## config.mk

```make
export PLATFORM = sky130hd
export DESIGN_NAME = display_refresh_ctrl
export DESIGN_NICKNAME = d
export VERILOG_FILES = /design/src/rtl/display_refresh_ctrl.sv
export SDC_FILE = /design/constraint.sdc
export NUM_CORES = 1
export LEC_CHECK = 0
export ABC_AREA = 1
export BUFFER_PORTS_ARGS = -buffer_cell sky130_fd_sc_hd__buf_2
export CORE_ASPECT_RATIO = 1.2
export CORE_MARGIN = 4
export CORE_UTILIZATION = 58
export DETAILED_ROUTE_END_ITERATION = 10
export GPL_TIMING_DRIVEN = 0
export PLACE_DENSITY = 0.87
export SYNTH_ARGS = -nofsm -noshare
export SYNTH_HDL_FRONTEND = slang
export SYNTH_SLANG_ARGS = --single-unit
```

## constraint.sdc

```tcl
create_clock -name CLK -period 4.3 [get_ports CLK]
set_clock_uncertainty 0.05 [all_clocks]
set_input_delay 0.215 -clock CLK [delete_from_list [all_inputs] [get_ports CLK]]
set_output_delay 0.215 -clock CLK [all_outputs]
set_load 0.1 [all_outputs]
```

## src/rtl/display_refresh_ctrl.sv

```systemverilog
// display_refresh_ctrl
// Refresh scheduler that feeds one OLED drawing engine (display2048) from two
// board sources. On each grant it snapshots the winner's 64-bit nibble board
// onto DISP_NUMS, pulses DISP_REFRESH and follows DISP_BUSY through a redraw.
// Redraws are rate-limited by MIN_GAP. A redraw is skipped when the same
// source offers the board already on screen. A dead engine is detected by
// START_TIMEOUT.
//
// Handshake: each requester raises *_REQ and holds it, with a stable board,
// until its *_ACK pulses for one cycle. The ACK means "snapshot taken" or
// "redraw skipped". A REQ dropped before its ACK is a withdrawal, and no
// grant is made for it.
//
// Ports
//   CLK, ASYNC_RST_L      clock, asynchronous active-low reset
//   A_REQ/A_NUMS/A_ACK    requester A (game core), priority source
//   B_REQ/B_NUMS/B_ACK    requester B (overlay / test pattern)
//   DISP_NUMS             board held for the engine, changes only on a grant
//   DISP_REFRESH          redraw strobe to the engine
//   DISP_BUSY             engine busy (drawing or initialising)
//   IDLE                  scheduler idle
//   ERR                   sticky: engine never acknowledged a refresh
module display_refresh_ctrl #(
  parameter logic [19:0] MIN_GAP       = 20'd50000,
  parameter logic [15:0] START_TIMEOUT = 16'd1024
) (
  input  logic        CLK,
  input  logic        ASYNC_RST_L,
  input  logic        A_REQ,
  input  logic [63:0] A_NUMS,
  output logic        A_ACK,
  input  logic        B_REQ,
  input  logic [63:0] B_NUMS,
  output logic        B_ACK,
  output logic [63:0] DISP_NUMS,
  output logic        DISP_REFRESH,
  input  logic        DISP_BUSY,
  output logic        IDLE,
  output logic        ERR
);

  typedef enum logic [2:0] {S_IDLE, S_ARB, S_ISSUE, S_DRAW, S_GAP} state_e;
  typedef enum logic [1:0] {SRC_NONE, SRC_A, SRC_B} src_e;

  state_e      state_q, state_d;
  src_e        last_src_q, last_src_d;
  logic [19:0] gap_q, gap_d;
  logic [15:0] tmo_q, tmo_d;
  logic [1:0]  streak_q, streak_d;
  logic [63:0] nums_q, nums_d;
  logic        refresh_q, refresh_d;
  logic        a_ack_q, a_ack_d;
  logic        b_ack_q, b_ack_d;
  logic        err_q, err_d;

  logic        gap_zero;
  logic        pick_b;
  src_e        win_src;
  logic [63:0] win_nums;

  assign gap_zero = (gap_q == 20'd0);

  // B wins when A is absent, or when A has taken two grants in a row while B
  // was waiting (streak_q saturates at 2 through the ARB update below).
  always_comb begin
    pick_b   = B_REQ && (!A_REQ || (streak_q == 2'd2));
    win_src  = pick_b ? SRC_B : SRC_A;
    win_nums = pick_b ? B_NUMS : A_NUMS;
  end

  always_comb begin
    state_d    = state_q;
    last_src_d = last_src_q;
    gap_d      = gap_zero ? 20'd0 : gap_q - 20'd1;
    tmo_d      = tmo_q;
    streak_d   = streak_q;
    nums_d     = nums_q;
    refresh_d  = 1'b0;
    a_ack_d    = 1'b0;
    b_ack_d    = 1'b0;
    err_d      = err_q;

    case (state_q)
      S_IDLE: begin
        if ((A_REQ || B_REQ) && !DISP_BUSY && gap_zero) state_d = S_ARB;
      end

      S_ARB: begin
        if (!A_REQ && !B_REQ) begin
          state_d = S_IDLE;  // request withdrawn before it could be granted
        end else begin
          a_ack_d = !pick_b;
          b_ack_d = pick_b;
          if (pick_b)     streak_d = 2'd0;
          else if (B_REQ) streak_d = streak_q + 2'd1;
          else            streak_d = 2'd0;
          if ((win_nums == nums_q) && (win_src == last_src_q)) begin
            // Same source, same picture: nothing new to draw, and the gap
            // counter is left alone.
            state_d = S_IDLE;
          end else begin
            nums_d     = win_nums;
            last_src_d = win_src;
            tmo_d      = 16'd0;
            state_d    = S_ISSUE;
          end
        end
      end

      S_ISSUE: begin
        refresh_d = 1'b1;
        if (!refresh_q) begin
          // Strobe rises at the next edge. The rate limit is measured from
          // this rise, and BUSY is ignored until the strobe has been seen.
          gap_d = MIN_GAP;
        end else if (DISP_BUSY) begin
          refresh_d = 1'b0;
          state_d   = S_DRAW;
        end else if (tmo_q == START_TIMEOUT - 16'd1) begin
          // The engine never started, so the screen content is unknown.
          // Forget the source so the next request redraws in full.
          refresh_d  = 1'b0;
          err_d      = 1'b1;
          last_src_d = SRC_NONE;
          state_d    = S_GAP;
        end else begin
          tmo_d = tmo_q + 16'd1;
        end
      end

      S_DRAW: begin
        if (!DISP_BUSY) state_d = S_GAP;
      end

      S_GAP: begin
        if (gap_zero) state_d = S_IDLE;
      end

      default: state_d = S_IDLE;
    endcase
  end

  always_ff @(posedge CLK or negedge ASYNC_RST_L) begin
    if (!ASYNC_RST_L) begin
      state_q    <= S_IDLE;
      last_src_q <= SRC_NONE;
      gap_q      <= 20'd0;
      tmo_q      <= 16'd0;
      streak_q   <= 2'd0;
      nums_q     <= 64'd0;
      refresh_q  <= 1'b0;
      a_ack_q    <= 1'b0;
      b_ack_q    <= 1'b0;
      err_q      <= 1'b0;
    end else begin
      state_q    <= state_d;
      last_src_q <= last_src_d;
      gap_q      <= gap_d;
      tmo_q      <= tmo_d;
      streak_q   <= streak_d;
      nums_q     <= nums_d;
      refresh_q  <= refresh_d;
      a_ack_q    <= a_ack_d;
      b_ack_q    <= b_ack_d;
      err_q      <= err_d;
    end
  end

  assign DISP_NUMS    = nums_q;
  assign DISP_REFRESH = refresh_q;
  assign A_ACK        = a_ack_q;
  assign B_ACK        = b_ack_q;
  assign ERR          = err_q;
  assign IDLE         = (state_q == S_IDLE);

endmodule

```

==> impl_metrics.csv, run 1 <==
group,metric,value,unit
placement,hpwl,18.0,mm
finish,n_fill_cell,1111,
critical_path,crit_required,4480,ps
critical_path,r2r_end,"DISP_NUMS[16]",
route,viasPerCell,5.41,
logic_synthesis,ys.flop_type,"dfrtp_1",
finish,multi_input_area,3830,µm²
pwr,p_leak,5.24,nW
critical_path,r2r-start,"streak_q[0]",
run,cap_violations,0,
timing,setup_viol,0,
status,status,"finished clean",
clock_tree,h-tree-depth,3,
timing,hold_viol_final,0,
die,initial_core_util,0.593,
clock_tree,cts_tree,"yes",
critical_path,critPathTopFamily,"simple AND/OR/NAND/NOR gates",
timing,slew_headroom,0.509,
logic_synthesis,yosys.area.top_type,"dfrtp_1",
logic_synthesis,synth_edf_count,0,
route,ant_nets,0,
critical_path,reg2reg_depth,18,
route,route.detailed.drc,0,
die,rows,45,
logic_synthesis,synth_common_cells,"440 x nand2_1, 161 x inv_1, 111 x dfrtp_1",
logic_synthesis,synth.distinct_cells,30,
logic_synthesis,ys_warn_count,0,
critical_path,end_kind,"register",
logic_synthesis,ys_ff_latch,111,
route,drt_iter0_drc,865,
route,vias,8306,
die,die_area,14800,µm²
logic_synthesis,synth.most_common_cell,"nand2_1",
min_path,min_path_cells,2,
clock_tree,cts-root-buf,"clkbuf_16",
critical_path,start_kind,"register",
grt,grt_pass1_wl,37.4,mm
logic_synthesis,synth.net_count,1292,
finish,area_delta_synth_final,20.0,%
clock_tree,cts_made_buffers,9,
grt,grt_max_degree,62,
die,die-width,112,µm
clock_tree,cts_num_sinks,111,
clock_tree,post_cts_resize_count,0,
critical_path,cp_num_buf_inv,5,
logic_synthesis,synthDominantCellAreaShare,0.370,
finish,diodes,0,
logic_synthesis,synthesis.area,7510,µm²
logic_synthesis,syn-instance-count,1155,
min_path,hold_start,"DISP_BUSY",
clock_tree,postCtsHoldBufs,1,
timing,final.setup.tns,0,ps
timing,post-route-min-period,3150,ps
critical_path,crit_top_cell,"nand2_1",
grt,grt_pass1_vias,7672,
critical_path,path_cells,"inv_1 > ha_1 > inv_1 > nand2_2 > clkbuf_1 > nand3b_1 > nand3b_1 > nand2_1 > nor2_1 > nand2_1 > nor2_1 > nand2_1 > nor2_2 > nand3_2 > nand2_2 > buf_6 > buf_6 > o21ai_0",
die,dieHeight,133,µm
pwr,vdd_drop_max,0.544,mV
timing,fin_crit_sh,0.733,
grt,grt-ovfl-total,0,
critical_path,crit_slowest_cell,"clkbuf_1",
clock_tree,clkLatencyLatePin,360,ps
timing,max_freq,317,MHz
logic_synthesis,yosysSeqAreaShare,0.370,
timing,tightest_slew,733,ps
timing,hold_ws,78.0,ps
finish,drive_gt1_frac,0.190,
grt,track_usage,0.312,
timing,slew_viol_final,0,
logic_synthesis,avgSynthCellArea,6.50,µm²
grt,antenna_found_initial,1,
placement,io_buffer_count,200,
clock_tree,postCtsSetupBuffers,0,
pwr,power_density,773,nW/µm²
route,totalWireLength,23.8,mm
timing,grt_setup_unrepaired,"false",
critical_path,path_max_fanout,10,
pwr,finalPower,0.00697,W
route,wl_per_cell,15.5,µm
finish,final_nets,1505,
min_path,min_path_type,"input port to register",
clock_tree,cts_max_path_buffers,2,
finish,ff_latch_area,2780,µm²
min_path,hold-path-endpoint,"state_q[2]",
critical_path,arrival,3340,ps
die,ios,202,
clock_tree,clkSlewWorstSetupHoldPaths,70,ps
die,core_area,12700,µm²
route,first_pass_iters,6,
logic_synthesis,async_flop_share,1.00,
logic_synthesis,synth_area_leaders,"dfrtp_1 37%, nand2_1 22%, inv_1 8.0%",
placement,gp_congestion,0.953,
critical_path,crit_path_max_incr_delay,490,ps
critical_path,rrSetupSlack,1150,ps
critical_path,timing_worst_setup_path_type,"register to register",
==> registers in the layout (all words and copies together), names as in the netlist <==
| signal | count |
|---|---|
| gap_q | 20 |
| tmo_q | 16 |
| state_q | 3 |
| last_src_q | 2 |
| DISP_NUMS | 64 |
| B_ACK | 1 |
| streak_q | 2 |
| A_ACK | 1 |
| ERR | 1 |
| DISP_REFRESH | 1 |
==> cells in the final DEF (no fill, tap or decap), types with 5 or more instances in the layout <==
master and n:
nand2_1 440, buf_2 220, inv_1 161, dfrtp_1 111, nand3_1 110, nor2_1 86
nand3b_1 56, o21ai_1 45, o21ai_0 26, buf_6 13, nor3_1 12, a21oi_1 12
nand4_1 11, xor2_1 9, clkbuf_16 9, clkbuf_1 6, xnor2_1 6, buf_4 5
==> logic make-up (layout without fill, tap and decap cells) <==
logic type               after synthesis  after routing  synth area share
AO/OA/AOI/OAI                         94             94            0.0663
XOR/XNOR                              15             15            0.0175
adder cells (fa/ha/maj)                4              4           0.00667
buffers and inverters                205            421             0.120
flip-flops                           111            111             0.370
AND/OR/NAND/NOR                      726            726             0.419
==> how the worst max path moves through the flow <==
stage	end	slack [ps]	start	cells after the start
2_1_floorplan	DISP_NUMS[14]	1880	streak_q[0]	19
3_3_place_gp	DISP_NUMS[16]	1300	streak_q[0]	18
3_5_place_dp	DISP_NUMS[29]	1250	streak_q[0]	19
4_1_cts	DISP_NUMS[29]	1230	streak_q[0]	19
5_1_grt	DISP_NUMS[61]	990	streak_q[0]	19
6_report	DISP_NUMS[16]	1150	streak_q[0]	18
==> final cells by class <==
class,count,area share
buffer,43,0.0329
clock buffer,10,0.0254
clock inverter,4,0.00278
inverter,162,0.0675
multi-input combinational,839,0.425
sequential,111,0.308
tap,164,0.0228
timing repair buffer,202,0.116
==> routing by layer <==
layer	track usage	routed length, µm
met5	0	11
met4	0.128	857
met1	0.380	9110
met3	0.0627	2320
met2	0.539	11500
==> per-stage QoR <==
stage                     setup slack [ps]  cells   util  cell area (µm²)
after floorplan                       1880   1155      -             7510
after global placement                1300   1519  0.688             8710
after detailed placement              1250   1520  0.691             8750
after CTS                             1230   1535  0.711             9010
after global routing                   986   1535  0.711             9010
final                                 1150   1535  0.711             9010
==> power by group <==
| group | internal (W) | total, W | switching, W |
|---|---|---|---|
| Sequential | 0.00142 | 0.00180 | 0.000374 |
| Clock | 0.000386 | 0.000779 | 0.000393 |
| Combinational | 0.000891 | 0.00439 | 0.00350 |
No activity file was read; power rests on OpenSTA's default activity.
==> run 2, diff against run 1 <==
--- a/config.mk
+++ b/config.mk
@@ -9,10 +9,10 @@
 export BUFFER_PORTS_ARGS = -buffer_cell sky130_fd_sc_hd__buf_2
 export CORE_ASPECT_RATIO = 1.2
 export CORE_MARGIN = 4
-export CORE_UTILIZATION = 58
+export CORE_UTILIZATION = 49
 export DETAILED_ROUTE_END_ITERATION = 10
 export GPL_TIMING_DRIVEN = 0
-export PLACE_DENSITY = 0.87
+export PLACE_DENSITY = 0.78
 export SYNTH_ARGS = -nofsm -noshare
 export SYNTH_HDL_FRONTEND = slang
 export SYNTH_SLANG_ARGS = --single-unit
==> constraint.sdc (replaced) <==
create_clock -name CLK -period 2.9 [get_ports CLK]
set_clock_uncertainty 0.05 [all_clocks]
set_input_delay 0.145 -clock CLK [delete_from_list [all_inputs] [get_ports CLK]]
set_output_delay 0.145 -clock CLK [all_outputs]
set_load 0.1 [all_outputs]
==> impl_metrics.csv, run 2 (synthesized netlist as in run 1, its figures left out) <==
group,metric,value,unit
finish,final_common_cell,"nand2_1",
finish,final_nets,1515,
critical_path,start_kind,"register",
timing,setup_viol,0,
timing,slew_viol_final,0,
clock_tree,cts-root-buf,"clkbuf_16",
finish,largest_reg_flops,64,
critical_path,path_max_fanout,7,
grt,antenna_found_initial,0,
timing,max_freq,359,MHz
die,dieHeight,144,µm
route,route.detailed.drc,0,
finish,diodes,0,
finish,area_delta_synth_final,24.8,%
finish,n_fill_cell,1446,
clock_tree,clkLatencyLatePin,370,ps
min_path,min_path_type,"input port to register",
timing,tightest_slew,569,ps
status,status,"finished clean",
die,ios,202,
critical_path,end_kind,"register",
die,initial_core_util,0.500,
placement,gp_congestion,0.897,
clock_tree,h-tree-depth,3,
timing,fin_crit_sh,0.960,
die,rows,49,
pwr,vdd_drop_max,0.785,mV
timing,setup_ws,116,ps
critical_path,timing_worst_setup_path_type,"register to register",
pwr,p_leak,5.38,nW
grt,grt_max_degree,59,
pwr,finalPower,0.0106,W
critical_path,crit_required,3090,ps
route,ant_nets,0,
grt,grt-ovfl-total,0,
run,cap_violations,0,
grt,track_usage,0.278,
grt,grt_pass1_vias,7590,
placement,hpwl,18.5,mm
placement,placedInstanceArea,8800,µm²
route,vias,8304,
pwr,power_density,1130,nW/µm²
die,die-width,121,µm
clock_tree,cts_tree,"yes",
timing,hold_viol_final,0,
clock_tree,cts_num_sinks,111,
placement,io_buffer_count,200,
clock_tree,cts_max_path_buffers,2,
route,first_pass_iters,6,
route,wl_per_cell,15.6,µm
critical_path,arrival,2970,ps
placement,place_ws,-238,ps
critical_path,rrSetupSlack,120,ps
route,drt_iter0_drc,633,
finish,layout_common_cells,"432 x nand2_1, 210 x buf_2, 160 x inv_1, 111 x dfrtp_1, 110 x nand3_1",
clock_tree,cts_made_buffers,9,
route,totalWireLength,24.7,mm
route,viasPerCell,5.23,
finish,drive_gt1_frac,0.208,
timing,slew_headroom,0.620,
die,die_area,17400,µm²
finish,instances_no_fill,1587,
grt,grt_pass1_wl,38.4,mm
clock_tree,clkSlewWorstSetupHoldPaths,70,ps
placement,dp_cells,1560,
finish,final_cell_area,9370,µm²
die,core_area,15000,µm²
timing,post-route-min-period,2780,ps
==> run 2: cell count changes in the layout (fill, tap and decap cells not counted), moves of 3 or more <==
| cell | previous run | this run |
|---|---|---|
| buf_12 | 0 | 3 |
| nor2_1 | 86 | 82 |
| nand2_4 | 0 | 3 |
| buf_6 | 13 | 10 |
| nor2_4 | 0 | 3 |
| buf_8 | 0 | 8 |
| nand2_1 | 440 | 432 |
| clkbuf_4 | 0 | 6 |
| nand2_2 | 3 | 8 |
| buf_4 | 5 | 10 |
| buf_2 | 220 | 210 |
| clkbuf_8 | 0 | 3 |
==> run 2: path summary, 6_finish.rpt <==
path / start / to / depth (start not counted)
min in group asynchronous: ASYNC_RST_L / DISP_NUMS[32] / 2
worst min register to register: gap_q[0] / gap_q[0] / 1
worst max register to register: streak_q[0] / tmo_q[1] / 21
worst max-delay path: streak_q[0] / tmo_q[1] / 21
worst min-delay path: B_NUMS[24] / DISP_NUMS[24] / 3
max in group asynchronous: ASYNC_RST_L / tmo_q[1] / 3
==> run 2: final cells by class <==
cell class / instances / area, µm² / area share
Multi-Input combinational cell: 839 / 3890 / 0.416
Sequential cell: 111 / 2780 / 0.297
Timing Repair Buffer: 212 / 1140 / 0.122
Inverter: 162 / 608 / 0.0649
Buffer: 43 / 389 / 0.0415
Clock buffer: 12 / 267 / 0.0284
Tap cell: 204 / 255 / 0.0272
Clock inverter: 4 / 35.0 / 0.00374
==> run 2: metal layers <==
| layer | up-vias | track usage | routed length [µm] |
|---|---|---|---|
| li1 | 4065 | - | - |
| met3 | 61 | 0.0445 | 2190 |
| met2 | 376 | 0.484 | 12100 |
| met5 | - | 0 | 0 |
| met4 | 0 | 0.125 | 949 |
| met1 | 3802 | 0.341 | 9500 |
==> run 2: through the flow <==
stage | TNS [ps] | util | hold WS [ps]
floorplan | 0 | - | -201
global placement | -10570 | 0.584 | 351
detailed placement | -13980 | 0.586 | 95.9
CTS | 0 | 0.612 | 78.0
global route | -80.6 | 0.624 | 103
finish | 0 | 0.624 | 90.6
==> run 2: critical path, cell delays in order, from the launching register on <==
cell      delay, ps
dfrtp_1         350
inv_1            50
ha_1            200
inv_2            80
nand2_4          80
nand2_4          80
buf_8           150
buf_12          130
buf_8           120
nand2_2          50
nand3b_1         70
nand2_1          60
nor2_1           90
nand2_1          70
nor2_2          130
nand2_2         100
nor2_4          150
nand4_1         180
buf_6           180
buf_4           150
nand3_1          60
nand2_1          70
==> run 2: power by group <==
part	internal, W	switching (W)
combinational	0.00140	0.00525
clock	0.000665	0.000610
sequential	0.00211	0.000549
==> run 2: timing repair <==
| action | CTS | global route |
|---|---|---|
| endpoints found under the setup margin | 76 | 83 |
| pin swaps | 2 | 13 |
| hold endpoints to repair | 54 | 0 |
| buffers inserted | 1 | 8 |
| hold buffers | 2 | 0 |
| gates resized for setup | 16 | 37 |
==> run 3, diff against run 2 <==
--- a/config.mk
+++ b/config.mk
@@ -7,6 +7,7 @@
 export LEC_CHECK = 0
 export ABC_AREA = 1
 export BUFFER_PORTS_ARGS = -buffer_cell sky130_fd_sc_hd__buf_2
+export CAP_MARGIN = 25
 export CORE_ASPECT_RATIO = 1.2
 export CORE_MARGIN = 4
 export CORE_UTILIZATION = 49
==> constraint.sdc (replaced) <==
create_clock -name CLK -period 2.9 [get_ports CLK]
set_clock_uncertainty 0.05 [all_clocks]
set_input_delay 0.435 -clock CLK [delete_from_list [all_inputs] [get_ports CLK]]
set_output_delay 0.435 -clock CLK [all_outputs]
set_load 0.1 [all_outputs]
==> impl_metrics.csv, run 3 (synthesized netlist as in run 1, its figures left out) <==
group,metric,value,unit
status,status,"finished clean",
timing,hold_ws,271,ps
timing,final.setup.tns,0,ps
finish,final_nets,1514,
critical_path,r2r-start,"streak_q[0]",
pwr,p_leak,5.37,nW
critical_path,crit_path_max_incr_delay,350,ps
timing,post-route-min-period,2770,ps
timing,slew_viol_final,0,
timing,max_freq,361,MHz
critical_path,path_max_fanout,7,
critical_path,cp_num_buf_inv,7,
critical_path,crit_top_cell,"nand2_1",
min_path,min_path_cells,2,
finish,final_common_cell,"nand2_1",
finish,largest_reg_flops,64,
die,core_area,15000,µm²
pwr,power_density,1130,nW/µm²
timing,fin_crit_sh,0.955,
grt,antenna_found_initial,0,
route,ant_nets,0,
placement,io_buffer_count,200,
clock_tree,cts-root-buf,"clkbuf_16",
finish,n_fill_cell,1446,
route,first_pass_iters,7,
die,dieHeight,144,µm
critical_path,arrival,2960,ps
grt,grt_max_degree,59,
min_path,hold-path-endpoint,"state_q[2]",
finish,drive_gt1_frac,0.208,
route,vias,8329,
placement,dp_cells,1560,
placement,hpwl,18.5,mm
finish,diodes,0,
route,drt_iter0_drc,641,
clock_tree,cts_made_buffers,9,
pwr,p_sw_frac,0.606,
clock_tree,clkSlewWorstSetupHoldPaths,70,ps
grt,grt-ovfl-total,0,
pwr,p_int,0.00417,W
clock_tree,h-tree-depth,3,
critical_path,rrSetupSlack,130,ps
die,ios,202,
die,rows,49,
critical_path,end_kind,"register",
critical_path,timing_worst_setup_path_type,"register to register",
critical_path,reg2reg_depth,21,
pwr,pwr-share-comb,0.628,
pwr,seqPwrFrac,0.251,
finish,layout_common_cells,"432 x nand2_1, 210 x buf_2, 160 x inv_1, 111 x dfrtp_1, 110 x nand3_1",
placement,gp_congestion,0.897,
grt,grt_pass1_vias,7582,
die,die_area,17400,µm²
clock_tree,cts_num_sinks,111,
critical_path,critPathTopFamily,"simple AND/OR/NAND/NOR gates",
min_path,min_path_type,"input port to register",
pwr,vdd_drop_max,0.779,mV
pwr,p_switching,0.00641,W
critical_path,path_cells,"inv_1 > ha_1 > inv_2 > nand2_4 > nand2_4 > buf_8 > buf_12 > buf_8 > nand2_2 > nand3b_1 > nand2_1 > nor2_1 > nand2_1 > nor2_2 > nand2_2 > nor2_4 > nand4_1 > buf_6 > buf_4 > nand3_1 > nand2_1",
critical_path,r2r_end,"tmo_q[1]",
clock_tree,cts_max_path_buffers,2,
clock_tree,cts_tree,"yes",
finish,area_delta_synth_final,24.6,%
critical_path,start_kind,"register",
min_path,hold_start,"DISP_BUSY",
route,route.detailed.drc,0,
critical_path,crit_required,3090,ps
run,cap_violations,0,
pwr,clkPwrFrac,0.121,
grt,grt_pass1_wl,38.4,mm
timing,hold_viol_final,0,
grt,track_usage,0.278,
timing,setup_viol,0,
clock_tree,clkLatencyLatePin,370,ps
critical_path,crit_slowest_cell,"dfrtp_1",
timing,tightest_slew,566,ps
route,viasPerCell,5.25,
timing,slew_headroom,0.621,
finish,instances_no_fill,1586,
route,wl_per_cell,15.6,µm
die,die-width,121,µm
route,totalWireLength,24.7,mm
die,initial_core_util,0.500,
==> run 3: changes by cell type in the layout (fill, tap and decap cells not counted) <==
cell | before | now
dlygate4sd3_1 | 2 | 1
==> run 3: area by class of cell <==
type / count / area (µm²) / share of cell area
inverter: 162 / 608 / 0.0650
sequential: 111 / 2780 / 0.297
multi-input combinational: 839 / 3890 / 0.416
timing repair buffer: 211 / 1130 / 0.121
buffer: 43 / 389 / 0.0416
clock buffer: 12 / 267 / 0.0285
tap: 204 / 255 / 0.0273
clock inverter: 4 / 35.0 / 0.00374
==> run 3: worst max path at each step <==
stage / start / endpoint / slack [ps] / depth (start not counted)
2_1_floorplan: streak_q[0] / DISP_NUMS[14] / 480 / 19
3_3_place_gp: streak_q[0] / DISP_NUMS[16] / -200 / 18
3_5_place_dp: streak_q[0] / DISP_NUMS[58] / -240 / 20
4_1_cts: streak_q[0] / tmo_q[8] / 6 / 20
5_1_grt: streak_q[0] / tmo_q[0] / -20 / 21
6_report: streak_q[0] / tmo_q[1] / 130 / 21
==> run 3: per-layer routing <==
layer  GRT usage  vias up  part of all wire
li1            -     4054                 -
met5           0        -                 0
met3      0.0449       61             0.088
met4       0.125        0             0.038
met1       0.341     3819              0.39
met2       0.484      395              0.49
==> run 3: stage by stage <==
stage                util  setup slack [ps]  power, W  instance area [µm²]
floorplan               -               476   0.00782                 7510
global placement    0.584              -198   0.00906                 8760
detailed placement  0.586              -238   0.00917                 8800
CTS                 0.611              5.58    0.0105                 9180
global route        0.623             -20.6    0.0111                 9360
finish              0.623               132    0.0106                 9360
==> run 3: repair_timing <==
item	CTS	global route
resized for setup	16	37
pin swaps	2	13
setup endpoints to repair	76	83
hold endpoints to repair	2	0
hold buffers	1	0
gates cloned	0	0
buffers inserted	1	8
==> run 3: power groups by stage <==
stage | logic (W) | registers [W] | clock network (W)
3_5_place_dp | 0.00651 | 0.00266 | 0
2_1_floorplan | 0.00201 | 0.00581 | 0
6_report | 0.00664 | 0.00266 | 0.00128
4_1_cts | 0.00655 | 0.00264 | 0.00129
5_1_grt | 0.00705 | 0.00274 | 0.00135
3_3_place_gp | 0.00643 | 0.00263 | 0
